<file path="src/rtl/fp_unpack_seq.sv">
// Sequential IEEE operand unpacker: decodes double/single operands into the wide format and
// normalises denormals with an iterative shifter. Optional class flags under FP_UNPACK_CLASS_EN.
module fp_unpack_seq #(
  parameter int EW   = 11,
  parameter int FW   = 52,
  parameter int SEW  = 8,
  parameter int SFW  = 23,
  parameter int STEP = 8,
  parameter int LZW  = $clog2(FW+1)
) (
  input  logic              clk,
  input  logic              rst,
  input  logic              in_valid,
  output logic              in_ready,
  input  logic [EW+FW:0]    fp,
  input  logic              db,
  input  logic              normal,
  output logic              out_valid,
  input  logic              out_ready,
  output logic              s,
  output logic [EW-1:0]     e,
  output logic              e_inf,
  output logic              e_z,
  output logic [FW-1:0]     h,
  output logic [FW:0]       f,
  output logic              fz,
  output logic [LZW-1:0]    lz
`ifdef FP_UNPACK_CLASS_EN
  ,
  output logic              nan,
  output logic              snan,
  output logic              inf,
  output logic              zero,
  output logic              denorm
`endif
);

  localparam int W = EW + FW + 1;
  localparam logic [EW-1:0] BIAS_ADJ = EW'((1 << (EW-1)) - (1 << (SEW-1)));

  typedef enum logic [1:0] {IDLE, NORM, DONE} state_t;
  state_t state, state_nxt;

  logic              s_d, e_z_d, e_inf_d, fz_d, go_norm_d, accept;
  logic [EW-1:0]     e_d;
  logic [FW-1:0]     frac_d;
  logic [SEW-1:0]    xs;
  logic [SFW-1:0]    fs;
  logic [STEP-1:0]   top;
  logic              top_zero;
  logic [LZW-1:0]    sh;

  // Single exponent into wide format; a zero field is treated as exponent 1
  function automatic logic [EW-1:0] rebias(input logic [SEW-1:0] x);
    logic [EW-1:0] xm;
    xm = (x == '0) ? EW'(1) : EW'(x);
    return xm + BIAS_ADJ;
  endfunction

  function automatic logic [LZW-1:0] lead_zeros(input logic [STEP-1:0] v);
    logic [LZW-1:0] n;
    logic           hit;
    n   = '0;
    hit = 1'b0;
    for (int i = STEP-1; i >= 0; i--) begin
      if (!hit) begin
        if (v[i]) hit = 1'b1;
        else      n   = n + LZW'(1);
      end
    end
    return n;
  endfunction

  // Decode of the operand presented on the input
  assign xs = fp[W-2 -: SEW];
  assign fs = fp[W-2-SEW -: SFW];

  always_comb begin
    s_d = fp[W-1];
    if (db) begin
      e_z_d   = ~|fp[W-2 -: EW];
      e_inf_d = &fp[W-2 -: EW];
      frac_d  = fp[FW-1:0];
      e_d     = e_z_d ? EW'(1) : fp[W-2 -: EW];
    end else begin
      e_z_d   = ~|xs;
      e_inf_d = &xs;
      frac_d  = {fs, {(FW-SFW){1'b0}}};
      e_d     = e_inf_d ? '1 : rebias(xs);
    end
    fz_d      = ~|frac_d;
    go_norm_d = normal && e_z_d && !fz_d;
  end

  assign accept   = in_valid && in_ready;
  assign top      = f[FW -: STEP];
  assign top_zero = ~|top;
  assign sh       = top_zero ? LZW'(STEP) : lead_zeros(top);

  always_ff @(posedge clk) begin
    if (rst) state <= IDLE;
    else     state <= state_nxt;
  end

  always_comb begin
    state_nxt = state;
    case (state)
      IDLE: if (accept) state_nxt = go_norm_d ? NORM : DONE;
      NORM: if (!top_zero) state_nxt = DONE;
      DONE: if (out_ready) state_nxt = accept ? (go_norm_d ? NORM : DONE) : IDLE;
      default: state_nxt = IDLE;
    endcase
  end

  always_comb begin
    in_ready  = !rst && ((state == IDLE) || (state == DONE && out_ready));
    out_valid = (state == DONE);
  end

  // Result registers: loaded on accept, shifted while normalising
  always_ff @(posedge clk) begin
    if (rst) begin
      s     <= 1'b0;
      e     <= '0;
      e_inf <= 1'b0;
      e_z   <= 1'b0;
      h     <= '0;
      f     <= '0;
      fz    <= 1'b0;
      lz    <= '0;
    end else if (accept) begin
      s     <= s_d;
      e     <= e_d;
      e_inf <= e_inf_d;
      e_z   <= e_z_d;
      h     <= frac_d;
      f     <= {~e_z_d, frac_d};
      fz    <= fz_d;
      lz    <= '0;
    end else if (state == NORM) begin
      f     <= f << sh;
      lz    <= lz + sh;
    end
  end

`ifdef FP_UNPACK_CLASS_EN
  always_ff @(posedge clk) begin
    if (rst) begin
      nan    <= 1'b0;
      snan   <= 1'b0;
      inf    <= 1'b0;
      zero   <= 1'b0;
      denorm <= 1'b0;
    end else if (accept) begin
      nan    <= e_inf_d && !fz_d;
      snan   <= e_inf_d && !fz_d && !frac_d[FW-1];
      inf    <= e_inf_d && fz_d;
      zero   <= e_z_d && fz_d;
      denorm <= e_z_d && !fz_d;
    end
  end
`endif

endmodule

</file>
<file path="config.mk">
export PLATFORM = sky130hd
export DESIGN_NAME = fp_unpack_seq
export DESIGN_NICKNAME = d
export VERILOG_FILES = /design/src/rtl/fp_unpack_seq.sv
export SDC_FILE = /design/constraint.sdc
export NUM_CORES = 1
export LEC_CHECK = 0
export BUFFER_PORTS_ARGS = -buffer_cell sky130_fd_sc_hd__buf_2
export CORE_MARGIN = 1.5
export CORE_UTILIZATION = 51
export CTS_BUF_LIST = sky130_fd_sc_hd__clkbuf_8
export CTS_CLUSTER_SIZE = 20
export DETAILED_ROUTE_END_ITERATION = 7
export PLACE_DENSITY_LB_ADDON = 0.05
export SYNTH_ARGS = -nofsm -noshare
export SYNTH_HDL_FRONTEND = slang
export SYNTH_SLANG_ARGS = --single-unit
</file>
<file path="constraint.sdc">
create_clock -name clk -period 4.4 [get_ports clk]
set_input_delay 0.22 -clock clk [delete_from_list [all_inputs] [get_ports clk]]
set_output_delay 0.22 -clock clk [all_outputs]
set_load 0.05 [all_outputs]
</file>
==> reports/results.ini, run 1 <==
[outcome]
outcome = finished clean

[global_routing]
grt_pass1_vias = 8212
grt_pass1_wl_mm = 49.38
grt_start_max_net_pins = 50
gr-total-overflow = 0
antenna_found_initial = 0
track_usage_pct = 39.68

[placement]
port_buffers = 197
dp_slack_ps = 85.57
routabilityCongestion = 1.029
place_inst = 1308
dpl.hpwl_mm = 24.94

[critical_path]
critPathKind = reg -> reg
critPathRequiredTime_ps = 4760
r2r_setup_slack_ps = 180
r2r_start = f[51]
r2r_cells = 18
r2r_end = f[44]
max_stage_delay_ps = 550
cp.buffers_inverters = 2
cp_top_family = multiplexers
start_kind = flip-flop
slowest_stage = mux4_2
path_cells = inv_1, a21oi_2, ha_1, nor2b_1, o21a_1, ha_1, nand2_1, nand2_1, ha_1, nand3b_1, nand4_4, buf_4, nand2_4, mux2i_1, mux2i_1, mux4_2, and2_1, o31a_1
cp_max_fo = 10
arrival_ps = 4570
cpMostUsedCell = ha_1
cp_num_cells = 18
end_kind = flip-flop

[power_and_ir_drop]
combPwrFrac_pct = 41.9
p_leak_nw = 4.548
seq_power_share_pct = 32.2
vdd_ir_drop_max_v = 0.0003014
switching_power_w = 0.001772
clkPwrFrac_pct = 25.9
switching_share_pct = 43.97
internal_power_w = 0.002259
p_per_area_mw_per_mm2 = 400.5

[floorplanning]
die_y_um = 129.3
start_util_pct = 52.93
ios = 198
die_area_sq_mm = 0.01672
coreArea_sq_mm = 0.01537
die_w_um = 129.3
row_count = 45

[sta]
maxSlewHeadroom_pct = 44.32
fmax_mhz = 237.2
tightest_slew_ps = 835.3
hold_ws_ps = 22.47
setup_viol = 0
slew_viol_final = 0
period_share_pct = 95.81
layout_min_cycle_time_ps = 4216
layout_setup_ws_ps = 184.4
final_hold_viol_count = 0
worst_clock_skew_ps = 23.35

[route]
wl_per_cell_um = 24.75
drc = 0
final_antenna_net_count = 0
vias = 9032
first_pass_iters = 7
wl_mm = 33.58
drt-initial-drc-count = 1252
via_per_inst = 6.656

[finish]
final_cells = 1357
diodes = 0
drive_gt1_share_pct = 31.15
syn2layout_area_growth_pct = 23.73
fin_nets = 1212

[yosys]
yosysWarnings = 0
ys_types = 80
synth_cells = 923
yosysSeqAreaShare_pct = 31.50
avgSynthCellArea_sq_um = 8.814
syn_nets = 1002
synth_top_flop_cell = dfxtp_1
netlist_area_sq_mm = 0.008135
synth_edf_count = 0
synthArstFlopShare_pct = 0
ys_ff_latch = 128

[clock_tree]
tritoncts = yes
clock-sinks = 128
clk_pin_slew_ps = 100
cts_root_buf = clkbuf_8
htree_levels = 4
clockBufferDepth = 2
clkLatencyLatePin_ps = 460
cts_buffers = 17

[run]
cap_violations = 0

[worst_hold_path]
min_to = h[9]
whs_path_depth = 2
hold_path.class = in -> reg
holdCritStartpoint = fp[9]

==> stage by stage <==
step | utilization (%) | cell area, sq um | power (W) | setup TNS [ps]
floorplan | - | 8153 | 0.002470 | 0
global placement | 61.42 | 9440 | 0.002908 | 0
detailed placement | 61.42 | 9440 | 0.002900 | 0
CTS | 64.78 | 9957 | 0.003942 | 0
global route | 65.49 | 10070 | 0.004174 | -2.014
finish | 65.49 | 10070 | 0.004031 | 0
==> routing by layer <==
layer	global-route usage (%)	share of wire (%)	vias to the layer above	wire (um)
met5	0	0	-	0
met4	23.73	6.3	0	2110
met3	8.877	11	126	3680
met2	59.54	43	642	14480
met1	52.27	40	4290	13310
li1	-	-	3974	-
==> worst max path at each step <==
stage	start	endpoint	slack, ps
6_report	f[51]	f[44]	180
3_5_place_dp	f[51]	f[17]	90
2_1_floorplan	f[51]	lz[5]	10
4_1_cts	f[51]	f[17]	60
5_1_grt	f[51]	f[44]	-2
3_3_place_gp	f[51]	f[36]	120
==> worst register-to-register path, delay by kind of cell (launching register included) <==
kind	cells	cell delay, ps
multiplexers	3	1040
AND/OR/NAND/NOR	7	930
adder cells (fa/ha/maj)	3	810
AO/OA/AOI/OAI	3	620
flip-flops	1	420
buffers and inverters	2	310
==> timing repair <==
action / CTS / global route
hold buffers: 12 / 0
endpoints found under the setup margin: 0 / 36
setup buffers: 0 / 4
hold endpoints to repair: 14 / 0
resized for setup: 0 / 14
==> sequential cells by signal, indices dropped and copies added, names as in the netlist <==
name / count
e_inf: 1
lz: 6
fz: 1
s: 1
f: 53
h: 52
e: 11
state: 2
e_z: 1
==> cells by family (layout without fill, tap and decap cells) <==
family / Yosys count / after routing / synth area share [%]
buffers and inverters: 89 / 311 / 5.568
adders and majority gates: 9 / 9 / 1.477
muxes: 147 / 147 / 20.61
DFF: 128 / 128 / 31.50
and+or+nand+nor: 251 / 252 / 14.44
AOI/OAI and AO/OA: 295 / 295 / 25.98
xor gates and xnor gates: 4 / 4 / 0.4307
==> layout make-up <==
class / count / area, sq um
Fill cell: 1345 / 5305
Multi-Input combinational cell: 707 / 5223
Sequential cell: 128 / 2570
Timing Repair Buffer: 261 / 1538
Tap cell: 211 / 264.0
Clock buffer: 17 / 234.0
Clock inverter: 15 / 162.7
Inverter: 18 / 75.07
==> synth_stat cells, drive strengths merged (4+ instances only) <==
cell     number  area (sq um)
a21oi        58         294.0
nor2         71         266.5
and3          4         25.02
a22o         30         262.8
nand3        18         90.09
a211oi       15         132.6
dfxtp       128          2562
nor4         15         108.9
a31oi         8         50.05
o21ai        42         210.2
buf          30         224.0
o22ai        18         112.6
ha            8         100.1
clkbuf       41         153.9
mux4         15         337.8
nand3b        4         30.03
a221oi        9         78.83
a21o         12         90.09
nor3         17         85.08
o211ai        7         52.55
a222oi        6         60.06
o31ai         8         60.06
a211o         8         70.07
nor2b         6         37.54
nand2        90         345.3
mux2i       118          1181
a221o         6         60.06
mux2         14         157.6
and2          4         25.03
a2bb2oi       4         35.03
nand2b        5         31.28
inv          16         67.57
a22oi        22         165.2
nand4         6         43.79
a31o         12         105.1
==> cell usage in the layout, fill, tap and decap left out, drive strengths merged, types with 9 or more instances in the layout <==
cell type and count:
buf 249, clkbuf 17, a21o 12, nor3 17
nor4 15, a22o 30, a211oi 15, dlygate4sd3 12
inv 25, mux2i 118, o22ai 18, mux4 15
a221oi 9, nand3 18, mux2 14, dfxtp 128
a31o 12, nor2 71, a21oi 58, nand2 91
o21ai 42, a22oi 22
==> power groups by stage <==
stage	Clock (W)	Combinational (W)	Sequential, W
floorplan	0	0.000941	0.00153
global placement	0	0.00159	0.00132
detailed placement	0	0.00158	0.00132
CTS	0.00105	0.00160	0.00129
global route	0.00110	0.00177	0.00130
finish	0.00104	0.00169	0.00130
Note: power is estimated with default switching activity, not from simulation.
==> inputs of run 2 (changes only) <==
--- a/config.mk
+++ b/config.mk
@@ -11,7 +11,7 @@
 export CTS_BUF_LIST = sky130_fd_sc_hd__clkbuf_8
 export CTS_CLUSTER_SIZE = 20
 export DETAILED_ROUTE_END_ITERATION = 7
-export PLACE_DENSITY_LB_ADDON = 0.05
+export PLACE_DENSITY = 0.92
 export SYNTH_ARGS = -nofsm -noshare
 export SYNTH_HDL_FRONTEND = slang
 export SYNTH_SLANG_ARGS = --single-unit
==> run 2 against run 1 <==
Sequential power hardly changed. Clock-buffer cell count is 4 higher. Combinational power is 6% higher. Cell count is 0.44% lower. Worst hold slack worse by 18 ps. Routed wire length is 2.5% higher.
==> reports/results.ini, run 2 (same netlist as run 1, synthesis figures left out) <==
[finish]
layout_commonest_cell = buf_2
drive_gt1_share_pct = 32.89  ; +1.7 points
fin_nets = 1206  ; -0.50%
syn2layout_area_growth_pct = 24.50
fillCellCount = 1268  ; -5.7%
final_cell_mix = buf_2 (197), dfxtp_1 (124), mux2i_1 (91), nand2_1 (88), nor2_1 (67)
fin_area_sq_mm = 0.01013  ; +0.62%
reg.largest.list = f x53, h x52, e x11
top_register = f
diodes = 0  ; unchanged
largest_reg_flops = 53  ; unchanged

[worst_hold_path]
hold_path.class = in -> reg
whs_path_depth = 2  ; unchanged

[sta]
worst_clock_skew_ps = 11.92  ; -11.43 ps
fmax_mhz = 232.8  ; -1.9%
layout_setup_ws_ps = 103.6  ; -80.82 ps
slew_viol_final = 0  ; unchanged
final_hold_viol_count = 0  ; unchanged
maxSlewHeadroom_pct = 31.63  ; -13 points
layout_min_cycle_time_ps = 4296  ; +80.82 ps
period_share_pct = 97.65  ; +1.8 points
tightest_slew_ps = 1026  ; +190.3 ps
setup_viol = 0  ; unchanged
fin_tns_setup_ps = 0  ; unchanged

[route]
drt-initial-drc-count = 1607  ; +28%
wl_mm = 34.41  ; +2.5%
final_antenna_net_count = 0  ; unchanged
vias = 9351  ; +3.5%
wl_per_cell_um = 25.47  ; +2.9%
first_pass_iters = 7  ; unchanged
drc = 0  ; unchanged
via_per_inst = 6.922  ; +4.0%

[placement]
dp_slack_ps = 86.74  ; +1.171 ps
port_buffers = 197  ; unchanged
placed_area_sq_mm = 0.009365  ; -0.80%
routabilityCongestion = 1.065  ; +3.6%
dpl.hpwl_mm = 25.12  ; +0.73%

[floorplanning]
die_y_um = 129.3  ; unchanged
die_area_sq_mm = 0.01672  ; unchanged
row_count = 45  ; unchanged
start_util_pct = 52.93  ; unchanged
die_w_um = 129.3  ; unchanged
coreArea_sq_mm = 0.01537  ; unchanged
ios = 198  ; unchanged

[global_routing]
use_met1_pct = 50.61  ; -1.7 points
gr-total-overflow = 0  ; unchanged
track_usage_pct = 39.36  ; -0.33 points
antenna_found_initial = 0  ; unchanged
use_met2_pct = 59.51  ; about the same
grt_start_max_net_pins = 60  ; +20%
grt_pass1_vias = 8463  ; +3.1%
top_usage_layer = met2
globalRouteMet3Util_pct = 14.00  ; +5.1 points
grt_pass1_wl_mm = 49.49  ; +0.21%

[clock_tree]
clk_pin_slew_ps = 80  ; -20 ps
clockBufferDepth = 2  ; unchanged
htree_levels = 4  ; unchanged
cts_buffers = 17  ; unchanged
tritoncts = yes
clkLatencyLatePin_ps = 460  ; about the same
clock-sinks = 128  ; unchanged
cts_root_buf = clkbuf_8

[critical_path]
r2r_cells = 19  ; +1
arrival_ps = 4620  ; +50 ps
critPathKind = reg -> reg
cp_max_fo = 10  ; unchanged
critPathRequiredTime_ps = 4720  ; -40 ps
end_kind = flip-flop
start_kind = flip-flop

[outcome]
outcome = finished clean

[power_and_ir_drop]
fin_total_pwr_w = 0.004114  ; +2.1%
combPwrFrac_pct = 43.5  ; +1.6 points
switching_share_pct = 42.10  ; -1.9 points
vdd_ir_drop_max_v = 0.0002619  ; -13%
p_per_area_mw_per_mm2 = 406.2  ; +1.4%
p_leak_nw = 4.480  ; -1.5%
internal_power_w = 0.002382  ; +5.4%
seq_power_share_pct = 31.6  ; -0.6 points
switching_power_w = 0.001732  ; -2.3%
clkPwrFrac_pct = 24.9  ; -1.0 points

[run]
cap_violations = 0  ; unchanged

==> run 2: cell count changes in the layout (fill, tap and decap cells not counted), sizes merged <==
cell and change:
nand2 +1, dlygate4sd3 -6, buf -1, inv -4
clkbuf +4, clkinv -1, bufinv +1
==> run 2: critical path, cell delays in order, from the launching register on <==
cell and delay (ps):
dfxtp_4 400, inv_1 70, a21oi_2 180, ha_1 250, nor2b_1 170, o21a_1 200, ha_1 290, nand2_1 70
nand2_1 50, ha_1 270, nand3b_1 170, nand4_4 170, nand2_8 150, buf_12 170, buf_8 170, mux2i_4 250
mux2i_2 130, mux4_2 510, a222oi_1 390, nor2_1 90
==> run 2: power groups by stage <==
stage | clock, W | combinational [W] | sequential, W
2_1_floorplan | 0 | 0.000941 | 0.00153
3_3_place_gp | 0 | 0.00157 | 0.00132
3_5_place_dp | 0 | 0.00157 | 0.00132
4_1_cts | 0.00102 | 0.00159 | 0.00129
5_1_grt | 0.00107 | 0.00184 | 0.00130
6_report | 0.00102 | 0.00179 | 0.00130
==> run 2: final timing paths <==
kind	start	endpoint	slack, ps
setup / recovery	f[51]	f[20]	100
hold / removal	fp[18]	h[18]	4
setup reg to reg	f[51]	f[20]	100
hold reg to reg	e_z	e_z	450
==> run 2: routing by layer <==
metal	vias up	wire [um]
met5	-	0
met3	194	5099
li1	3954	-
met4	0	1862
met1	4359	12620
met2	844	14830
==> run 2: final cells by class <==
cell class | instances | area [sq um] | area share (%)
clock inverter | 11 | 103.9 | 1.025
multi-input combinational | 708 | 5353 | 52.85
clock buffer | 21 | 289.0 | 2.854
inverter | 18 | 75.07 | 0.7412
tap | 211 | 264.0 | 2.607
timing repair buffer | 254 | 1474 | 14.55
sequential | 128 | 2570 | 25.37
==> run 2: repair_timing <==
action / 4_1_cts / 5_1_grt
buffers inserted: 0 / 13
hold buffers: 5 / 1
gates resized for setup: 0 / 39
hold endpoints to repair: 5 / 1
endpoints found under the setup margin: 0 / 37
==> run 2: through the flow <==
step                      util (%)  hold WS, ps  cells
after floorplan                  -        319.0    923
after global placement       60.93        403.8   1298
after detailed placement     60.93        420.1   1298
after CTS                    63.81       0.1945   1335
after global routing         65.89        6.683   1351
final                        65.89        4.205   1351
